### config.mk
export PLATFORM = sky130hd
export DESIGN_NAME = key_event_capture_flat
export DESIGN_NICKNAME = d
export VERILOG_FILES = /design/src/rtl/key_event_capture_if.sv /design/src/rtl/key_event_capture.sv /design/src/flat_wrapper.sv
export SDC_FILE = /design/constraint.sdc
export NUM_CORES = 1
export LEC_CHECK = 0
export CAP_MARGIN = 0
export CORE_MARGIN = 2
export CORE_UTILIZATION = 35
export CTS_CLUSTER_DIAMETER = 200
export DETAILED_ROUTE_END_ITERATION = 12
export RECOVER_POWER = 50
export SKIP_LAST_GASP = 1
export SLEW_MARGIN = 10
export SYNTH_ARGS = -nofsm -noshare
export SYNTH_HDL_FRONTEND = slang
export SYNTH_SLANG_ARGS = --single-unit
### constraint.sdc
create_clock -name clk -period 3.3 [get_ports clk]
set_input_delay 0.66 -clock clk [delete_from_list [all_inputs] [get_ports clk]]
set_output_delay 0.66 -clock clk [all_outputs]
set_load 0.02 [all_outputs]
### src/rtl/key_event_capture_if.sv
// Keypad event capture bus: scan-FSM press/data in, MCU-facing FIFO read port and status out.
interface key_event_capture_if;
  logic       press;
  logic [3:0] data;
  logic       key_rd;
  logic       clr_ovf;
  logic       key_valid;
  logic [3:0] key_code;
  logic       overflow;
  logic       intr;

  modport master (
    output press, data, key_rd, clr_ovf,
    input  key_valid, key_code, overflow, intr
  );

  modport slave (
    input  press, data, key_rd, clr_ovf,
    output key_valid, key_code, overflow, intr
  );
endinterface

### src/rtl/key_event_capture.sv
// Debounces keypad presses, queues one code per physical press in a FWFT FIFO for the MCU.
// Optional one-cycle INTR pulse per accepted key when KEY_EVENT_INTR_EN is defined.
module key_event_capture #(
  parameter int unsigned DebounceCycles = 16,
  parameter int unsigned FifoDepth      = 4
) (
  input logic              clk,
  input logic              rst_n,
  key_event_capture_if.slave bus
);

  localparam int unsigned CntW  = $clog2(DebounceCycles + 1);
  localparam int unsigned AddrW = $clog2(FifoDepth);
  localparam logic [CntW-1:0] CntLast  = CntW'(DebounceCycles - 1);
  localparam logic [3:0]      CodeNone = 4'd13;
  localparam logic [3:0]      CodeMax  = 4'd11;

  typedef enum logic [1:0] {StIdle, StDebPress, StHeld, StDebRel} state_e;

  state_e          state_q, state_d;
  logic [3:0]      cand_q, cand_d;
  logic [CntW-1:0] cnt_q, cnt_d;
  logic            push_req;
  logic            code_ok;

  assign code_ok = bus.data <= CodeMax;

  always_ff @(posedge clk or negedge rst_n) begin
    if (!rst_n) begin
      state_q <= StIdle;
      cand_q  <= '0;
      cnt_q   <= '0;
    end else begin
      state_q <= state_d;
      cand_q  <= cand_d;
      cnt_q   <= cnt_d;
    end
  end

  always_comb begin
    state_d  = state_q;
    cand_d   = cand_q;
    cnt_d    = cnt_q;
    push_req = 1'b0;
    unique case (state_q)
      StIdle: begin
        if (bus.press && code_ok) begin
          cand_d  = bus.data;
          cnt_d   = CntW'(1);
          state_d = StDebPress;
        end
      end
      StDebPress: begin
        if (!bus.press || !code_ok) begin
          state_d = StIdle;
        end else if (bus.data != cand_q) begin
          // A different valid code restarts debounce on this very sample.
          cand_d = bus.data;
          cnt_d  = CntW'(1);
        end else if (cnt_q == CntLast) begin
          push_req = 1'b1;
          state_d  = StHeld;
        end else begin
          cnt_d = cnt_q + 1'b1;
        end
      end
      StHeld: begin
        if (!bus.press) begin
          cnt_d   = CntW'(1);
          state_d = StDebRel;
        end
      end
      StDebRel: begin
        if (bus.press) begin
          state_d = StHeld;
        end else if (cnt_q == CntLast) begin
          state_d = StIdle;
        end else begin
          cnt_d = cnt_q + 1'b1;
        end
      end
      default: state_d = StIdle;
    endcase
  end

  logic [3:0]     mem_q [FifoDepth];
  logic [AddrW:0] wr_ptr_q, rd_ptr_q;
  logic           empty, full, pop, push_en;
  logic           overflow_q;

  assign empty   = wr_ptr_q == rd_ptr_q;
  assign full    = (wr_ptr_q[AddrW] != rd_ptr_q[AddrW]) &&
                   (wr_ptr_q[AddrW-1:0] == rd_ptr_q[AddrW-1:0]);
  assign pop     = bus.key_rd && !empty;
  // A pop on the same edge frees the slot, so a full FIFO can still take the push.
  assign push_en = push_req && (!full || pop);

  always_ff @(posedge clk or negedge rst_n) begin
    if (!rst_n) begin
      wr_ptr_q   <= '0;
      rd_ptr_q   <= '0;
      overflow_q <= 1'b0;
    end else begin
      if (push_en) wr_ptr_q <= wr_ptr_q + 1'b1;
      if (pop)     rd_ptr_q <= rd_ptr_q + 1'b1;
      if (push_req && full && !pop) begin
        overflow_q <= 1'b1;
      end else if (bus.clr_ovf) begin
        overflow_q <= 1'b0;
      end
    end
  end

  always_ff @(posedge clk) begin
    if (push_en) mem_q[wr_ptr_q[AddrW-1:0]] <= cand_q;
  end

  assign bus.key_valid = !empty;
  assign bus.key_code  = empty ? CodeNone : mem_q[rd_ptr_q[AddrW-1:0]];
  assign bus.overflow  = overflow_q;

`ifdef KEY_EVENT_INTR_EN
  logic intr_q;

  always_ff @(posedge clk or negedge rst_n) begin
    if (!rst_n) begin
      intr_q <= 1'b0;
    end else begin
      intr_q <= push_req;
    end
  end

  assign bus.intr = intr_q;
`else
  assign bus.intr = 1'b0;
`endif

endmodule

### src/flat_wrapper.sv
// flat-port wrapper written by rule: the top's interface ports become plain ports
module key_event_capture_flat 
#(
  parameter int unsigned DebounceCycles = 16,
  parameter int unsigned FifoDepth      = 4
)
  (clk, rst_n, bus_press, bus_data, bus_key_rd, bus_clr_ovf, bus_key_valid, bus_key_code, bus_overflow, bus_intr);
  key_event_capture_if bus_i ();
  input logic clk;
  input logic rst_n;
  input wire logic [$bits(bus_i.press)-1:0] bus_press;
  input wire logic [$bits(bus_i.data)-1:0] bus_data;
  input wire logic [$bits(bus_i.key_rd)-1:0] bus_key_rd;
  input wire logic [$bits(bus_i.clr_ovf)-1:0] bus_clr_ovf;
  output wire logic [$bits(bus_i.key_valid)-1:0] bus_key_valid;
  output wire logic [$bits(bus_i.key_code)-1:0] bus_key_code;
  output wire logic [$bits(bus_i.overflow)-1:0] bus_overflow;
  output wire logic [$bits(bus_i.intr)-1:0] bus_intr;
  assign bus_i.press = bus_press;
  assign bus_i.data = bus_data;
  assign bus_i.key_rd = bus_key_rd;
  assign bus_i.clr_ovf = bus_clr_ovf;
  assign bus_key_valid = bus_i.key_valid;
  assign bus_key_code = bus_i.key_code;
  assign bus_overflow = bus_i.overflow;
  assign bus_intr = bus_i.intr;
  key_event_capture #(.DebounceCycles(DebounceCycles), .FifoDepth(FifoDepth)) u_core (.clk(clk), .rst_n(rst_n), .bus(bus_i));
endmodule
==> metrics <==
status=completed; pwr dens=about 580 mW/mm2; Ports=16; final period utilization=a little under 90%; Die ar.=between 0.005 and 0.006 mm2; Max clock buf depth=2; Die Ht=around 75 um; most frequent cells in the layout=dfrtp_1, edfxtp_1, nand2_1, clkdlybuf4s50_1, xnor2_1; total CTS buffers=5; Post-synth EDFFs=16; I/O Buffers=14; worst-margin pin slew=0.9029 ns; GRT Resource Usage Total=a little over an eighth; Crit path required time=2.64 ns; Slew HR=about 40%; Post-CTS Hold Buffers=0; Lkg Pwr=0.8047 nW; largest net degree at the start of global routing=19; FMAX=~340 MHz; nets@finish=approximately 170; CP startpoint kind=flip-flop; Post-Syn Nets=150; Clock Skew=roughly 0.0064 ns; WL/cell=14.61 um; Placeable Area=roughly 0.0048 mm2; post-DP HPWL=around 2.5 mm; DRT antenna net count=0; post-synth top area share=between 20% and 30%; largest driver fanout on the critical path=7; TritonRoute pass-1 iters=2; worst skew pair latency=roughly 0.28 ns; Sink Count=34; Starting DRT DRC Count=32; H-tree levels=2; Max IR drop VDD=208.2 uV; setup violators final=0; Power, Total=around 1.2 mW; Syn Inst Count=about 140; Final Util=42.33%; Antenna Cells=0; setup TNS=0 ns; Post-CTS Setup Bufs=0; fin. max-slew vios=0; Vias=around 1100; synthesis-stage register bit count=34; Area contributors post-synth=edfxtp_1, dfrtp_1, mux4_1; RSZ-0062 raised after global routing=false; Area Growth Syn to Fin=15.64%; register area share after synthesis=between 50% and 60%; placer congestion estimate=0.8285; Remaining DRCs=0; overall routed net length=3.199 mm; Hold Fails Final Rpt=0; post-synth top area cell=edfxtp_1; top_reg_cell synth=dfrtp_1; row count=25; GRT overflow=0; warnings from Yosys=0; crit path capture type=primary output; die width=between 70 and 80 um; antenna violations before repair=0; CTS tree=done; Min Clock Period, post-route=roughly 2.9 ns; arrival time worst endpoint=roughly 2.2 ns; Avg Cell Area, Syn=between 10 and 15 um2; Hold Crit Class=reg2reg; Via density=between 4 and 5; R2R depth=5; most common cell after layout, fill and taps aside=dfrtp_1; Cell Area, Synth=approximately 0.0018 mm2; Worst R2R Setup Slack=between 1 and 1.5 ns; post-cts sizing count=0; post-synth cell types=49; max cap viols=0; ratio of cells with drive above 1 in the final layout=~16%; CTS Root Cell=clkbuf_8; crit path kind=reg2out; asr flop ratio synth=52.94%; vias in the first global route=1066; clk slew on worst S/H paths=roughly 0.060 ns; Cells on Worst Hold Path=1; first-pass GRT wire length=5.209 mm; initial core utilization=36.60%
==> report_power, final <==
part | total [mW] | switching [mW] | leakage [nW] | internal, mW
combinational | 0.333 | 0.144 | 0.386 | 0.189
clock | 0.306 | 0.138 | 0.0482 | 0.168
sequential | 0.535 | 0.0580 | 0.371 | 0.477
total | 1.17 | 0.340 | 0.805 | 0.834
==> cell usage after synthesis (2+ instances only) <==
cell type   n
nor2b_1     2
buf_6       2
inv_1       6
ha_1        6
nand4_1     3
xor2_1      2
and2_2      4
xnor2_1    10
buf_4       2
nand2_1    15
o21ai_0     3
edfxtp_1   16
nand3_1     4
dfrtp_1    18
nor2_1      2
mux4_1      4
a21oi_1     2
or2_2       3
==> stage by stage <==
step                      hold slack [ns]  cells  worst slack [ns]  area, um2
after floorplan                    0.3644    135             1.316       1752
final                              0.5112    219            0.3956       2026
after global placement             0.5015    211            0.6566       1934
after detailed placement           0.5011    211            0.6422       1934
after CTS                          0.5176    219            0.3722       2026
after global routing               0.5656    219            0.3038       2026
==> state kept, by name (all words and copies together), names as in the netlist <==
signal / flops
u_core.state_q: 2
u_core.mem_q: 16
u_core.bus.overflow: 1
u_core.rd_ptr_q: 3
u_core.wr_ptr_q: 3
u_core.cnt_q: 5
u_core.cand_q: 4
==> metal layers <==
layer | GRT usage (%) | vias up | share of wire, %
met5 | 0 | - | 0
met4 | 5.357 | 0 | 0.72
met3 | 4.819 | 2 | 3.5
met2 | 22.91 | 16 | 52
met1 | 14.81 | 520 | 43
li1 | - | 520 | -
==> final timing paths <==
| check | start | endpoint |
|---|---|---|
| worst max-delay path | u_core.rd_ptr_q[0] | bus_key_code[3] |
| worst min-delay path | u_core.bus.overflow | u_core.bus.overflow |
| worst max register to register | u_core.cnt_q[0] | u_core.mem_q[2][1] |
| worst min register to register | u_core.bus.overflow | u_core.bus.overflow |
| max in group asynchronous | rst_n | u_core.cnt_q[0] |
| min in group asynchronous | rst_n | u_core.cand_q[2] |
==> kinds of logic after synthesis <==
logic type | after synthesis | share of synthesized area, %
and+or+nand+nor | 51 | 19.22
buffers and inverters | 11 | 3.642
muxes | 6 | 7.500
adders and majority gates | 6 | 4.286
AOI/OAI and AO/OA | 14 | 6.001
DFF | 34 | 53.14
xor gates and xnor gates | 12 | 6.000
other | 1 | 0.2141
==> worst max-delay path: stages (launching register included) <==
cell	delay (ns)
dfrtp_1	0.55
mux4_1	0.59
or2_2	0.29
clkdlybuf4s50_1	0.54
==> cell type report <==
cell class,count,area [um2]
Clock inverter,1,5.005
Fill cell,448,2760
Multi-Input combinational cell,90,757.0
Clock buffer,7,86.33
Sequential cell,34,930.9
Inverter,6,22.52
Tap cell,67,83.83
Timing Repair Buffer,14,140.1
Note: power is estimated with default switching activity, not from simulation.
==> RTL change 1 (same flow settings) <==
Build with the macro `KEY_EVENT_INTR_EN` defined.
--- a/src/rtl/key_event_capture.sv
+++ b/src/rtl/key_event_capture.sv
@@ -2,2 +2,4 @@
 // Optional one-cycle INTR pulse per accepted key when KEY_EVENT_INTR_EN is defined.
+`define KEY_EVENT_INTR_EN
+
 module key_event_capture #(
Behaviour: no difference found for any inputs over 10 cycles, from zero or initial values and one cycle with rst_n low; that may be too few to reach the edited logic, so the function may still have changed.
==> RTL change 1 against the original RTL <==
  * Clock power decreased by 5%
  * Total power increased by 3.1%
  * Worst setup slack got worse by 0.022 ns
  * Synthesized cell count decreased by 12%
  * Cell area decreased by 3.2%
  * Routed wire length decreased by 6.9%
  * Non-clock buffer count increased by 1
  * Sequential cell count increased by 1
  * Synthesized area decreased by 4.4%
  * Global-route usage decreased by 0.41 points
  * Combinational power increased by 5%
==> RTL change 1: results (changes against the original RTL) <==
Yosys
  • Mapped Nets: 134 (-11%)
  • Post-synth top area share: 28.68% (+1.2 points)
  • Post-synth ARST share: 54.29% (+1.3 points)
  • Count of cell types in the netlist: 41 (-16%)
  • Ranking of synthesized cells by area: edfxtp_1 29%, dfrtp_1 28%, mux4_2 5.4%
  • Seq/Total Area, Yosys: 57.06% (+3.9 points)
  • Syn_area_per_cell: 14.08 um^2 (+8.5%)

GRT
  • Largest net degree at the start of global routing: 20 (+1)
  • Total track usage: 12.81% (-0.41 points)
  • First-pass GRT wire length: 5099 um (-2.1%)
  • M1 GR Usage: 16.19% (+1.4 points)
  • Met2 GRT Util: 21.02% (-1.9 points)
  • M3 GR Usage: 3.729% (-1.1 points)

Pwr
  • Clock network power consumption: 0.292 mW (-5%)
  • Switching pwr: 0.3679 mW (+8.2%)
  • Reg power frac: 47.0% (+1.4 points)
  • Leakage Power: 0.7612 nW (-5.4%)
  • Peak VDD IR: 0.1843 mV (-11%)

Route
  • Metal-1 WL: 1414 um (+1.9%)
  • Met3 Wirelength: 95 um (-15%)
  • Initial DRC count: 41 (+28%)

Place
  • Final HPWL DP: 2170 um (-12%)
  • Port-buffer cells: 15 (+1)
  • Placed cells: 186 (-12%)

Layout
  • Non-filler cells, final: 194 (-11%)
  • Share of layout cells above drive strength 1: 20.00% (+4.2 points)
  • Fillers: 424 (-5.4%)
  • Fin nets: 154 (-7.2%)

Setup path
  • Crit path DAT: 2.27 ns (+0.03 ns)

Run status
  • Run status: complete, no violations

STA
  • Clock Skews: 0.003626 ns (-0.002785 ns)
RTL change 1: worst max-delay path, cell delays in order (launching register included):
cell and delay (ns):
dfrtp_1 0.62, mux4_2 0.55, or2_2 0.28, clkdlybuf4s50_1 0.54
RTL change 1: final cells by class:
type / count / area [um^2] / share of cell area [%]
Sequential cell: 35 / 955.9 / 48.72
Multi-Input combinational cell: 76 / 684.4 / 34.89
Timing Repair Buffer: 15 / 150.1 / 7.653
Clock buffer: 7 / 76.32 / 3.890
Tap cell: 54 / 67.56 / 3.444
Inverter: 6 / 22.52 / 1.148
Clock inverter: 1 / 5.005 / 0.2551
RTL change 1: cell families after synthesis:
group / Yosys count / share of synthesized area, %
flip-flops: 35 / 57.06
AND/OR/NAND/NOR: 32 / 12.62
AO/OA/AOI/OAI: 15 / 7.320
XOR/XNOR: 13 / 6.796
multiplexers: 10 / 9.634
buffers and inverters: 8 / 2.091
adder cells (fa/ha/maj): 6 / 4.481
RTL change 1: worst paths after layout:
path                                            to  slack [ns]  cells after the start
worst max-delay path               bus_key_code[3]        0.37                      3
worst min-delay path               u_core.cnt_q[4]        0.48                      1
worst max register to register  u_core.mem_q[1][2]        1.25                      5
worst min register to register     u_core.cnt_q[4]        0.48                      1
max in group asynchronous          u_core.cnt_q[4]        1.74                      1
min in group asynchronous         u_core.cand_q[0]        0.98                      1
RTL change 1: per-stage QoR:
step | total power, mW | setup slack [ns] | area [um^2]
2_1_floorplan | 0.8102 | 1.324 | 1675
5_1_grt | 1.284 | 0.2409 | 1962
4_1_cts | 1.225 | 0.3445 | 1962
6_report | 1.210 | 0.3739 | 1962
3_3_place_gp | 0.9224 | 0.6598 | 1881
3_5_place_dp | 0.9304 | 0.6479 | 1881
==> RTL change 2 (same settings) <==
Without the edit above. The 4 states of `state_e` get a one-hot encoding in 4 bits.
--- a/src/rtl/key_event_capture.sv
+++ b/src/rtl/key_event_capture.sv
@@ -17,3 +17,3 @@
 
-  typedef enum logic [1:0] {StIdle, StDebPress, StHeld, StDebRel} state_e;
+  typedef enum logic [3:0] {StIdle = 4'b0001, StDebPress = 4'b0010, StHeld = 4'b0100, StDebRel = 4'b1000} state_e;
 
Check against the original RTL: same outputs for any inputs over 10 cycles, from zero or initial values and one cycle with rst_n low; not proved beyond that.
==> RTL change 2 against the original RTL <==
  * Final cell count increased by 6.4%
  * Cell area increased by 7.0%
  * Register-to-register slack improved by 0.03 ns
  * Routed wire length increased by 6.2%
  * Non-clock buffer count increased by 1
  * Sequential cell count increased by 2
  * Synthesized area increased by 5.7%
  * Worst setup slack got worse by 0.10 ns
  * Synthesized cell count increased by 7.4%
  * Total power increased by 33%
  * Critical endpoint is now bus_key_code[1]
  * Largest cell class unchanged
==> RTL change 2: results (changes against the original RTL) <==
Run status
  • Run status: complete, no violations

GRT
  • Vias in the first global route: 1181 (+11%)
  • First-pass GRT wire length: 5747 um (+10%)
  • Total track usage: 12.68% (-0.55 points)
  • Initial antenna violation count: 0 (unchanged)
  • Largest net degree at the start of global routing: 21 (+2)

Place
  • Port-buffer cells: 14 (unchanged)
  • GP Congestion: 0.8874 (+7.1%)
  • Final HPWL DP: 2501 um (+1.6%)
  • DP Area: 2061 um^2 (+6.5%)

Layout
  • Layout area overhead: 17.09%
  • Fin nets: 177 (+6.6%)
  • Fillers: 482 (+7.6%)
  • ANT cells: 0 (unchanged)
  • Max FFs per register: 16 (unchanged)
  • Share of layout cells above drive strength 1: 20.86% (+5.1 points)

Yosys
  • Mapped Nets: 160 (+6.7%)
  • Post-synth ARST share: 55.56% (+2.6 points)
  • Seq/Total Area, Yosys: 53.04% (-0.10 points)
  • Main synth FF type: dfrtp_1
  • Post-synth EDFFs: 16 (unchanged)
  • Synth top cells by count: 19 x dfrtp_1, 16 x edfxtp_1, 8 x a21oi_1, 8 x nand2_1
  • Ranking of synthesized cells by area: edfxtp_1 26%, dfrtp_1 26%, mux4_2 4.9%
  • Count of cell types in the netlist: 49 (unchanged)

Clocking
  • Reg clk slew, reported paths: 0.07 ns
  • Setup Fix Bufs, Post-CTS: 0 (unchanged)
  • Post-CTS sizing: 0 (unchanged)
  • Worst skew pair latency: 0.28 ns (about the same)
  • Longest Clk Path Bufs: 2 (unchanged)
  • Root Buffer: clkbuf_8

STA
  • Clock Skews: 0.007344 ns (+0.0009324 ns)
  • Slew @ Worst Pin: 1.003 ns (+0.09961 ns)
  • Endpoints failing hold: 0 (unchanged)

Pwr
  • Leakage Power: 0.8200 nW (+1.9%)
  • Switching pwr: 0.5020 mW (+48%)
  • Peak VDD IR: 0.3074 mV (+48%)

Setup path
  • Max FO, Critical Path: 7 (unchanged)
  • Crit path DAT: 2.35 ns (+0.11 ns)

Route
  • Vias/cell: 5.167 (+7.0%)
  • Drt first pass iters: 4 (+2)
  • WL final: 3396 um (+6.2%)
  • Initial DRC count: 152 (+380%)

Min path
  • Hold Crit Class: reg -> reg
==> RTL change 2: changes by cell type in the layout (fill, tap and decap cells not counted), sizes merged, moves of 3 or more <==
cell,before,now
nor2,2,5
mux2,2,5
xor2,2,7
nand2,17,8
a21oi,2,8
xnor2,10,5
==> RTL change 2: logic make-up (layout without fill, tap and decap cells) <==
| family | count (synthesis) | count (layout) | synth area share (%) |
|---|---|---|---|
| other | 1 | 1 | 0.2025 |
| muxes | 10 | 10 | 8.446 |
| and+or+nand+nor | 46 | 46 | 16.35 |
| adders and majority gates | 6 | 6 | 4.054 |
| buffers and inverters | 10 | 28 | 2.432 |
| AOI/OAI and AO/OA | 24 | 24 | 9.393 |
| xor gates and xnor gates | 12 | 12 | 6.081 |
| DFF | 36 | 36 | 53.04 |
==> RTL change 2: area by class of cell <==
class                      count  share of cell area [%]
sequential                    36                   45.30
multi-input combinational     99                   38.03
timing repair buffer          15                   6.809
tap                           70                   4.039
inverter                       5                  0.8656
clock buffer                   6                   3.347
clock inverter                 2                   1.616
==> RTL change 2: critical path, cell delays in order (launching register included) <==
cell	delay, ns
dfrtp_1	0.51
xor2_1	0.22
or2_2	0.30
nor2b_1	0.22
inv_1	0.13
and2_1	0.15
clkdlybuf4s50_1	0.53
==> RTL change 2: stage by stage <==
stage	setup slack (ns)	cells
after floorplan	1.104	145
after global placement	0.5694	225
after detailed placement	0.5117	225
after CTS	0.2312	233
after global routing	0.09188	233
final	0.2943	233
==> RTL change 2: worst paths after layout <==
kind / start / end / slack (ns) / cells after the start
min in group asynchronous: rst_n / u_core.rd_ptr_q[1] / 0.99 / 1
min: u_core.rd_ptr_q[2] / u_core.rd_ptr_q[2] / 0.51 / 1
max in group asynchronous: rst_n / u_core.state_q[3] / 1.70 / 1
max: u_core.rd_ptr_q[0] / bus_key_code[1] / 0.29 / 6
min reg2reg: u_core.rd_ptr_q[2] / u_core.rd_ptr_q[2] / 0.51 / 1
max reg2reg: u_core.cand_q[3] / u_core.mem_q[1][3] / 1.23 / 4
==> RTL change 2: power by group through the flow <==
| stage | logic [mW] | clock network [mW] | registers [mW] |
|---|---|---|---|
| after floorplan | 0.409 | 0 | 0.624 |
| after global placement | 0.484 | 0 | 0.691 |
| after detailed placement | 0.504 | 0 | 0.697 |
| after CTS | 0.506 | 0.383 | 0.687 |
| after global routing | 0.549 | 0.409 | 0.703 |
| final | 0.501 | 0.374 | 0.685 |
==> RTL change 2: metal layers <==
layer / GRT usage [%] / vias to the layer above / part of all wire, %
met4: 6.182 / 0 / 1.9
met5: 0 / - / 0
met1: 15.79 / 592 / 43
li1: - / 563 / -
met2: 20.35 / 42 / 50
met3: 3.412 / 7 / 4.7
